File: config.mk
export PLATFORM = sky130hd
export DESIGN_NAME = cpu_core_param
export DESIGN_NICKNAME = d
export VERILOG_FILES = /design/src/rtl/cpu_core_param.sv
export SDC_FILE = /design/constraint.sdc
export NUM_CORES = 1
export LEC_CHECK = 0
export ABC_AREA = 1
export BUFFER_PORTS_ARGS = -buffer_cell sky130_fd_sc_hd__buf_4
export CAP_MARGIN = 15
export CORE_ASPECT_RATIO = 1.25
export CORE_MARGIN = 4
export CORE_UTILIZATION = 35
export CTS_BUF_LIST = sky130_fd_sc_hd__clkbuf_8
export CTS_CLUSTER_DIAMETER = 50
export DETAILED_ROUTE_END_ITERATION = 7
export HOLD_SLACK_MARGIN = 0.03
export MAX_ROUTING_LAYER = met4
export PLACE_DENSITY = 0.52
export SLEW_MARGIN = 20
export SYNTH_ARGS = -nofsm -noshare
export SYNTH_HDL_FRONTEND = slang
export SYNTH_SLANG_ARGS = --single-unit
File: constraint.sdc
create_clock -name clk_i -period 7.71 [get_ports clk_i]
set_input_delay 1.1565 -clock clk_i [delete_from_list [all_inputs] [get_ports clk_i]]
set_output_delay 1.1565 -clock clk_i [all_outputs]
set_load 0.01 [all_outputs]
File: src/rtl/cpu_core_param.sv
// cpu_core_param: parametrised multi-cycle core with external synchronous
// instruction memory, req/ack data memory, flag branches and halt/error stop.
module cpu_core_param #(
  parameter  int DW   = 8,
  parameter  int AW   = 4,
  parameter  int RSW  = 2,
  localparam int IW   = 4 + RSW + AW,
  localparam int NREG = 2 ** RSW
) (
  input  logic          clk_i,
  input  logic          rst_i,
  input  logic          en_i,
  output logic          im_en_o,
  output logic [AW-1:0] im_addr_o,
  input  logic [IW-1:0] im_data_i,
  output logic          dm_req_o,
  output logic          dm_we_o,
  output logic [AW-1:0] dm_addr_o,
  output logic [DW-1:0] dm_wdata_o,
  input  logic [DW-1:0] dm_rdata_i,
  input  logic          dm_ack_i,
  output logic [DW-1:0] out_data_o,
  output logic          out_valid_o,
  output logic [AW-1:0] pc_o,
  output logic          halted_o,
  output logic          err_o
);

  typedef enum logic [2:0] {
    S_FETCH,
    S_DECODE,
    S_EXEC,
    S_MEM,
    S_HALT
  } state_t;

  state_t          state;
  logic [AW-1:0]   pc;
  logic [IW-1:0]   ir;
  logic [DW-1:0]   regs [NREG];
  logic            z, n, c;

  logic [3:0]      op;
  logic [RSW-1:0]  rd;
  logic [AW-1:0]   f;
  logic [RSW-1:0]  rs;

  assign op = ir[IW-1 -: 4];
  assign rd = ir[AW +: RSW];
  assign f  = ir[AW-1:0];
  assign rs = f[RSW-1:0];

  logic op_ldi, op_ld, op_st, op_add, op_sub;
  logic op_and, op_or, op_jmp, op_jz, op_jn;
  logic op_jc, op_out, op_hlt, op_ill;
  logic is_alu, is_br, is_mem, take;

  assign op_ldi = op == 4'd1;
  assign op_ld  = op == 4'd2;
  assign op_st  = op == 4'd3;
  assign op_add = op == 4'd4;
  assign op_sub = op == 4'd5;
  assign op_and = op == 4'd6;
  assign op_or  = op == 4'd7;
  assign op_jmp = op == 4'd8;
  assign op_jz  = op == 4'd9;
  assign op_jn  = op == 4'd10;
  assign op_jc  = op == 4'd11;
  assign op_out = op == 4'd12;
  assign op_hlt = op == 4'd13;
  assign op_ill = op[3:1] == 3'b111;

  assign is_alu = op_add | op_sub | op_and | op_or;
  assign is_br  = op_jmp | op_jz | op_jn | op_jc;
  assign is_mem = op_ld | op_st;
  assign take   = op_jmp | (op_jz & z)
                | (op_jn & n) | (op_jc & c);

  logic [DW-1:0] ra, rb, alu_r;
  logic          alu_c;

  assign ra = regs[rd];
  assign rb = regs[rs];

  // Borrow of SUB falls out as bit DW of the widened difference
  always_comb begin
    alu_r = '0;
    alu_c = 1'b0;
    unique case (1'b1)
      op_add:  {alu_c, alu_r} = {1'b0, ra} + {1'b0, rb};
      op_sub:  {alu_c, alu_r} = {1'b0, ra} - {1'b0, rb};
      op_and:  alu_r = ra & rb;
      default: alu_r = ra | rb;
    endcase
  end

  // Strobes are gated by reset so they drop the moment reset asserts
  assign im_en_o    = rst_i & (state == S_FETCH) & en_i;
  assign im_addr_o  = pc;
  assign dm_req_o   = rst_i & (state == S_MEM);
  assign dm_we_o    = dm_req_o & op_st;
  assign dm_addr_o  = f;
  assign dm_wdata_o = ra;
  assign pc_o       = pc;

  always_ff @(posedge clk_i or negedge rst_i) begin
    if (!rst_i) begin
      state       <= S_FETCH;
      pc          <= '0;
      ir          <= '0;
      z           <= 1'b0;
      n           <= 1'b0;
      c           <= 1'b0;
      out_data_o  <= '0;
      out_valid_o <= 1'b0;
      halted_o    <= 1'b0;
      err_o       <= 1'b0;
      for (int i = 0; i < NREG; i++)
        regs[i] <= '0;
    end else begin
      out_valid_o <= 1'b0;
      unique case (state)
        S_FETCH: begin
          if (en_i)
            state <= S_DECODE;
        end
        S_DECODE: begin
          ir    <= im_data_i;
          pc    <= pc + AW'(1);
          state <= S_EXEC;
        end
        S_EXEC: begin
          state <= S_FETCH;
          unique case (1'b1)
            is_alu: begin
              regs[rd] <= alu_r;
              z        <= alu_r == '0;
              n        <= alu_r[DW-1];
              c        <= alu_c;
            end
            op_ldi: regs[rd] <= DW'(f);
            is_br: begin
              if (take)
                pc <= f;
            end
            op_out: begin
              out_data_o  <= ra;
              out_valid_o <= 1'b1;
            end
            is_mem: state <= S_MEM;
            op_hlt: begin
              halted_o <= 1'b1;
              state    <= S_HALT;
            end
            op_ill: begin
              halted_o <= 1'b1;
              err_o    <= 1'b1;
              state    <= S_HALT;
            end
            default: ;
          endcase
        end
        S_MEM: begin
          if (dm_ack_i) begin
            if (op_ld)
              regs[rd] <= dm_rdata_i;
            state <= S_FETCH;
          end
        end
        default: state <= S_HALT;
      endcase
    end
  end

endmodule

### Word-level counts from Yosys, hierarchy flattened

Index checks and enable logic that the tools add are counted.

* output and inout bits: 34
* bits in latches: 0
* input bits: 22
* flip-flop bits (word level): 63
* logic and storage cells: 103
* bits in read-only memories: 0
* memories: 0
* RAM bits: 0

* bitwise gates (word level): 21
* mux-type cells: 26
* order comparisons: 3
* reductions and logical operators: 13
* divide/modulo/power cells: 0
* add/subtract/negate cells: 3
* shifts and indexed selects: 0
* $mul: 0
* equality and inequality tests: 23

Operator list (number)
* 32-bit one-hot mux with 2 select lines: 2
* 32-bit bitwise mux: 3
* 32-bit 2-to-1 mux: 2
* 8-bit 2-to-1 mux: 5
* 8-bit binary-select mux with 2-bit select: 2
* 4-bit == test (second input constant): 6
* 8-bit one-hot mux with 3 select lines: 1
* 8-bit demux with 2-bit select: 1
* 4-bit by 3-bit == test with 1-bit output (second input constant): 4
* 3-bit one-hot mux with 4 select lines: 1
* 2-bit inequality test (second input constant): 5
* 1-bit bitwise OR: 10
* 2-bit AND reduction: 5
* 8-bit by 8-bit adder with 9-bit output: 1
* 8-bit by 8-bit subtractor with 9-bit output: 1
* 8-bit AND: 1
* 4-bit by 2-bit == test with 1-bit output (second input constant): 2
* 8-bit zero test: 1
* 4-bit 2-to-1 mux: 2
* 8-bit bitwise OR: 1
* 4-bit one-hot mux with 2 select lines: 1
* 1-bit AND: 7
* 3-bit by 2-bit == test with 1-bit output (second input constant): 2
* 3-bit >= comparator (second input constant): 2
* other kinds (17): 21

### Depth between registers and ports, before layout

* depth in word-level cells: 9
* gate-level depth with buffers: 20
* mapped depth without buffers: 19

### Worst setup path before layout

OpenSTA, ideal clock, no wires.

* kind: register to register
* start: register ir[5]
* end: register z
* path slack: 4889 ps
* arrival time: 2743 ps
* cell stages (with the launch flop): 16
* setup time: 78 ps
* clock period less this slack: 2821 ps
* path buffers: 0
* data required time: 7632 ps
* cells stage by stage: dfrtp_1 -> nor2_1 -> inv_1 -> o21ai_0 -> a221o_1 -> inv_1 -> fa_1 -> o21ai_0 -> nand3_1 -> nand2_1 -> nand2_1 -> nand3_1 -> nand3_1 -> nand2_1 -> nand2_1 -> o21bai_1

* longest elaborated chain between the ends: 7
* elaborated cells on any way between the ends: 10
* classes of those cells: 2 x add/sub; 4 x mux; 3 x bitwise; 1 x reduce/logical

Ends and longest elaborated chain
* from (decl): RTL line 39 `logic [IW-1:0] ir;`
* from (signal assigned): RTL line 128 `ir <= im_data_i;`
* 2-bit inverter with 3-bit output (implied by the code) *: RTL line 82 `assign ra = regs[rd];`
* 8-bit binary-select mux with 2-bit select *: RTL line 82
* 8-bit 2-to-1 mux (implied by the code) * (2 in series): RTL line 82
* named net dm_wdata_o[1]: RTL line 19 `output logic [DW-1:0] dm_wdata_o,`
* 8-bit by 8-bit subtractor with 9-bit output (tied with other cells): RTL line 91 `op_sub: {alu_c, alu_r} = {1'b0, ra} - {1'b0, rb};`
* 8-bit one-hot mux with 3 select lines *: RTL line 89 `unique case (1'b1)`
* 8-bit zero test *: RTL line 137 `z <= alu_r == '0;`
* to (signal assigned): RTL line 111 `z <= 1'b0;`
* to (signal assigned): RTL line 137
* to (decl): RTL line 41 `logic z, n, c;`

Mark *: on every way through the listed nets, which the timed path passes. The rest lies on a longest branch. The select of a mux whose other input is x is not followed.
A chain may end at the register's enable or synchronous reset.

### Final worst setup path

* start: register ir[5]
* end: output port dm_wdata_o[3]

* longest elaborated chain between the ends: 4

Ends and longest elaborated chain (RTL line)
* 2-bit inverter with 3-bit output (implied by the code): 82
* 8-bit binary-select mux with 2-bit select: 82
* 8-bit 2-to-1 mux (implied by the code) (2 in series): 82
* to (decl): 19

No other way between the ends. The select of a mux whose other input is x is not followed.

==> metrics.md <==
| Metric | Value |
|---|---|
| Cell taking the most area after synthesis | `dfrtp_1` |
| DRC viols | `0` |
| Share of cells above drive strength 1 | `15.2%` |
| FP Rows | `46` |
| N_diodes | `0` |
| Sink Count | `63` |
| Post-CTS setup buffers | `0` |
| First-pass GRT wire length | `22400 um` |
| HP Class | `reg -> reg` |
| Register area | `1580 um2` |
| CP arrival | `2.39 ns` |
| WL/cell | `16.3 um` |
| Final cycle utilization of the critical path | `46.0%` |
| Setup crit end kind | `output port` |
| Slew @ Worst Pin | `0.934 ns` |
| Starting Density | `35.7%` |
| Worst slew margin | `37.3%` |
| Met1 WL | `6090 um` |
| Antenna violations before repair | `0` |
| I/O Buffers | `55` |
| Worst Clk Skew | `0.00968 ns` |
| Syn Nets | `674` |
| DPL Wire Length | `10600 um` |
| Met2 WL post-DR | `6600 um` |
| Syn. warnings | `0` |
| Final Net Count | `717` |
| Cell variety after synth | `46` |
| Post-synth top area share | `34.9%` |
| Total grt overflow | `0` |
| RSZ-0062 raised after global routing | `false` |
| Syn Inst Count | `625` |
| Root Driver | `clkbuf_8` |
| Core Box Area | `12700 um2` |
| Vias | `4327` |
| Startpoint types | `flip-flop` |
| Die height | `135 um` |
| Syn Area/Cell | `7.23 um2` |
| Final Util | `41.3%` |
| # H-tree levels | `3` |
| Seq/Total Area, Yosys | `34.9%` |
| Top post-synthesis cells by area | `dfrtp_1 35%, nand2_1 10%, nor2_1 7.3%` |
| Drt first pass iters | `5` |
| Status | `finished clean` |
| DR top layer | `met4` |
| Wire length on met3 | `639 um` |
| CTS tree | `done` |
| Crit path kind | `reg -> out` |
| Most common cell in the netlist | `nand2_1` |
| Total track usage | `20.2%` |
| Number of synthesized flops with an enable pin | `0` |
| Max-cap violations | `0` |
| CTS Buffer Depth | `2` |
| CTS Hold Bufs | `0` |
| CP max FO | `8` |
| 1st-iter DRT viols | `311` |
| GPL Wtd Cong | `0.882` |
| Setup TNS | `0 ns` |
| Largest net degree at the start of global routing | `64` |
| Die width | `110 um` |
| Peak Freq | `0.282 GHz` |
| Asr flop ratio synth | `100%` |
| Full die area | `14800 um2` |
| Multi-input gate area | `2460 um2` |
| Post-Route WL | `13700 um` |
| I/O pin count | `56` |
| FF+latch count, synth | `63` |
| Post-CTS sizing | `0` |
| Fin crit period | `3.54 ns` |
| Synth top cells by count | `122 x nand2_1, 88 x nor2_1, 85 x inv_1` |
| Area added between synthesis and finish | `15.7%` |
| Clk_lat worst skew | `0.36 ns` |
| Finish-stage setup viols | `0` |
| R2R setup slack | `4.24 ns` |
| Hold Vio Cnt, Final | `0` |
| Avg Vias per Cell | `5.16` |
| Fillers | `1320` |
| TritonCTS Buffers | `9` |
| Reg clk slew, reported paths | `0.07 ns` |
| Post-synth top flop | `dfrtp_1` |
| ANT nets after route | `0` |
| CP Data Required Time | `6.55 ns` |
| Post-synth design cell area | `4520 um2` |
| Max Slew Vio Count | `0` |
| Vias in the first global route | `4185` |
placed cells by master (no fill, tap or decap), drive strengths merged, types with 25 or more instances in the layout:
cell / count
nor2: 97
o21ai: 26
buf: 56
dfrtp: 63
ha: 25
nand2: 127
nand3: 51
inv: 91
a21oi: 52
routing by layer:
| metal | GRT usage, % | vias to the layer above |
|---|---|---|
| li1 | - | 2117 |
| met1 | 25.9 | 2048 |
| met2 | 31.7 | 142 |
| met3 | 3.73 | 20 |
| met4 | 7.35 | 0 |
| met5 | - | - |
worst max-delay path: stages, from the launching register on:
cell      delay [ns]
dfrtp_1         0.43
nand2_1         0.28
inv_1           0.24
a221oi_1        0.70
inv_1           0.19
buf_4           0.19
per-stage QoR:
step / cell area [um2] / worst slack [ns] / std cells / hold WS (ns)
floorplan: 4520 / 4.89 / 625 / 0.448
global placement: 5010 / 4.41 / 825 / 0.454
detailed placement: 5010 / 4.34 / 825 / 0.469
CTS: 5230 / 4.19 / 839 / 0.489
global route: 5230 / 3.86 / 839 / 0.521
finish: 5230 / 4.17 / 839 / 0.483
final timing paths:
check,depth (start not counted),startpoint,endpoint
worst max-delay path,5,ir[5],dm_wdata_o[3]
worst min-delay path,1,err_o,err_o
worst max register to register,14,ir[0],z
worst min register to register,1,err_o,err_o
max in group asynchronous,2,rst_i,out_data_o[7]
min in group asynchronous,2,rst_i,halted_o
sequential cells by signal, indices dropped and copies added (netlist names):
signal,cells
regs,32
ir,10
out_data_o,8
im_addr_o,4
state,3
c,1
err_o,1
halted_o,1
n,1
out_valid_o,1
z,1
cell type report:
class                           count  share of cell area [%]
Inverter                           92                    6.65
Tap cell                          168                    4.02
Clock inverter                      3                    1.29
Timing Repair Buffer               56                    8.04
Sequential cell                    63                    30.1
Clock buffer                       11                    2.89
Multi-Input combinational cell    446                    47.0
cells by family (layout without fill, tap and decap cells):
logic type	Yosys count	in the layout	synth area share, %
compound gates	120	120	16.3
simple gates	293	293	28.9
xor+xnor	3	3	0.581
buf+inv	116	162	10.8
flops	63	63	34.9
fa+ha+maj	27	27	7.80
mux	3	3	0.747
Power is left out: the tool's default activity adds up to more than one toggle a clock period on the data nets, which glitch-free logic cannot reach.
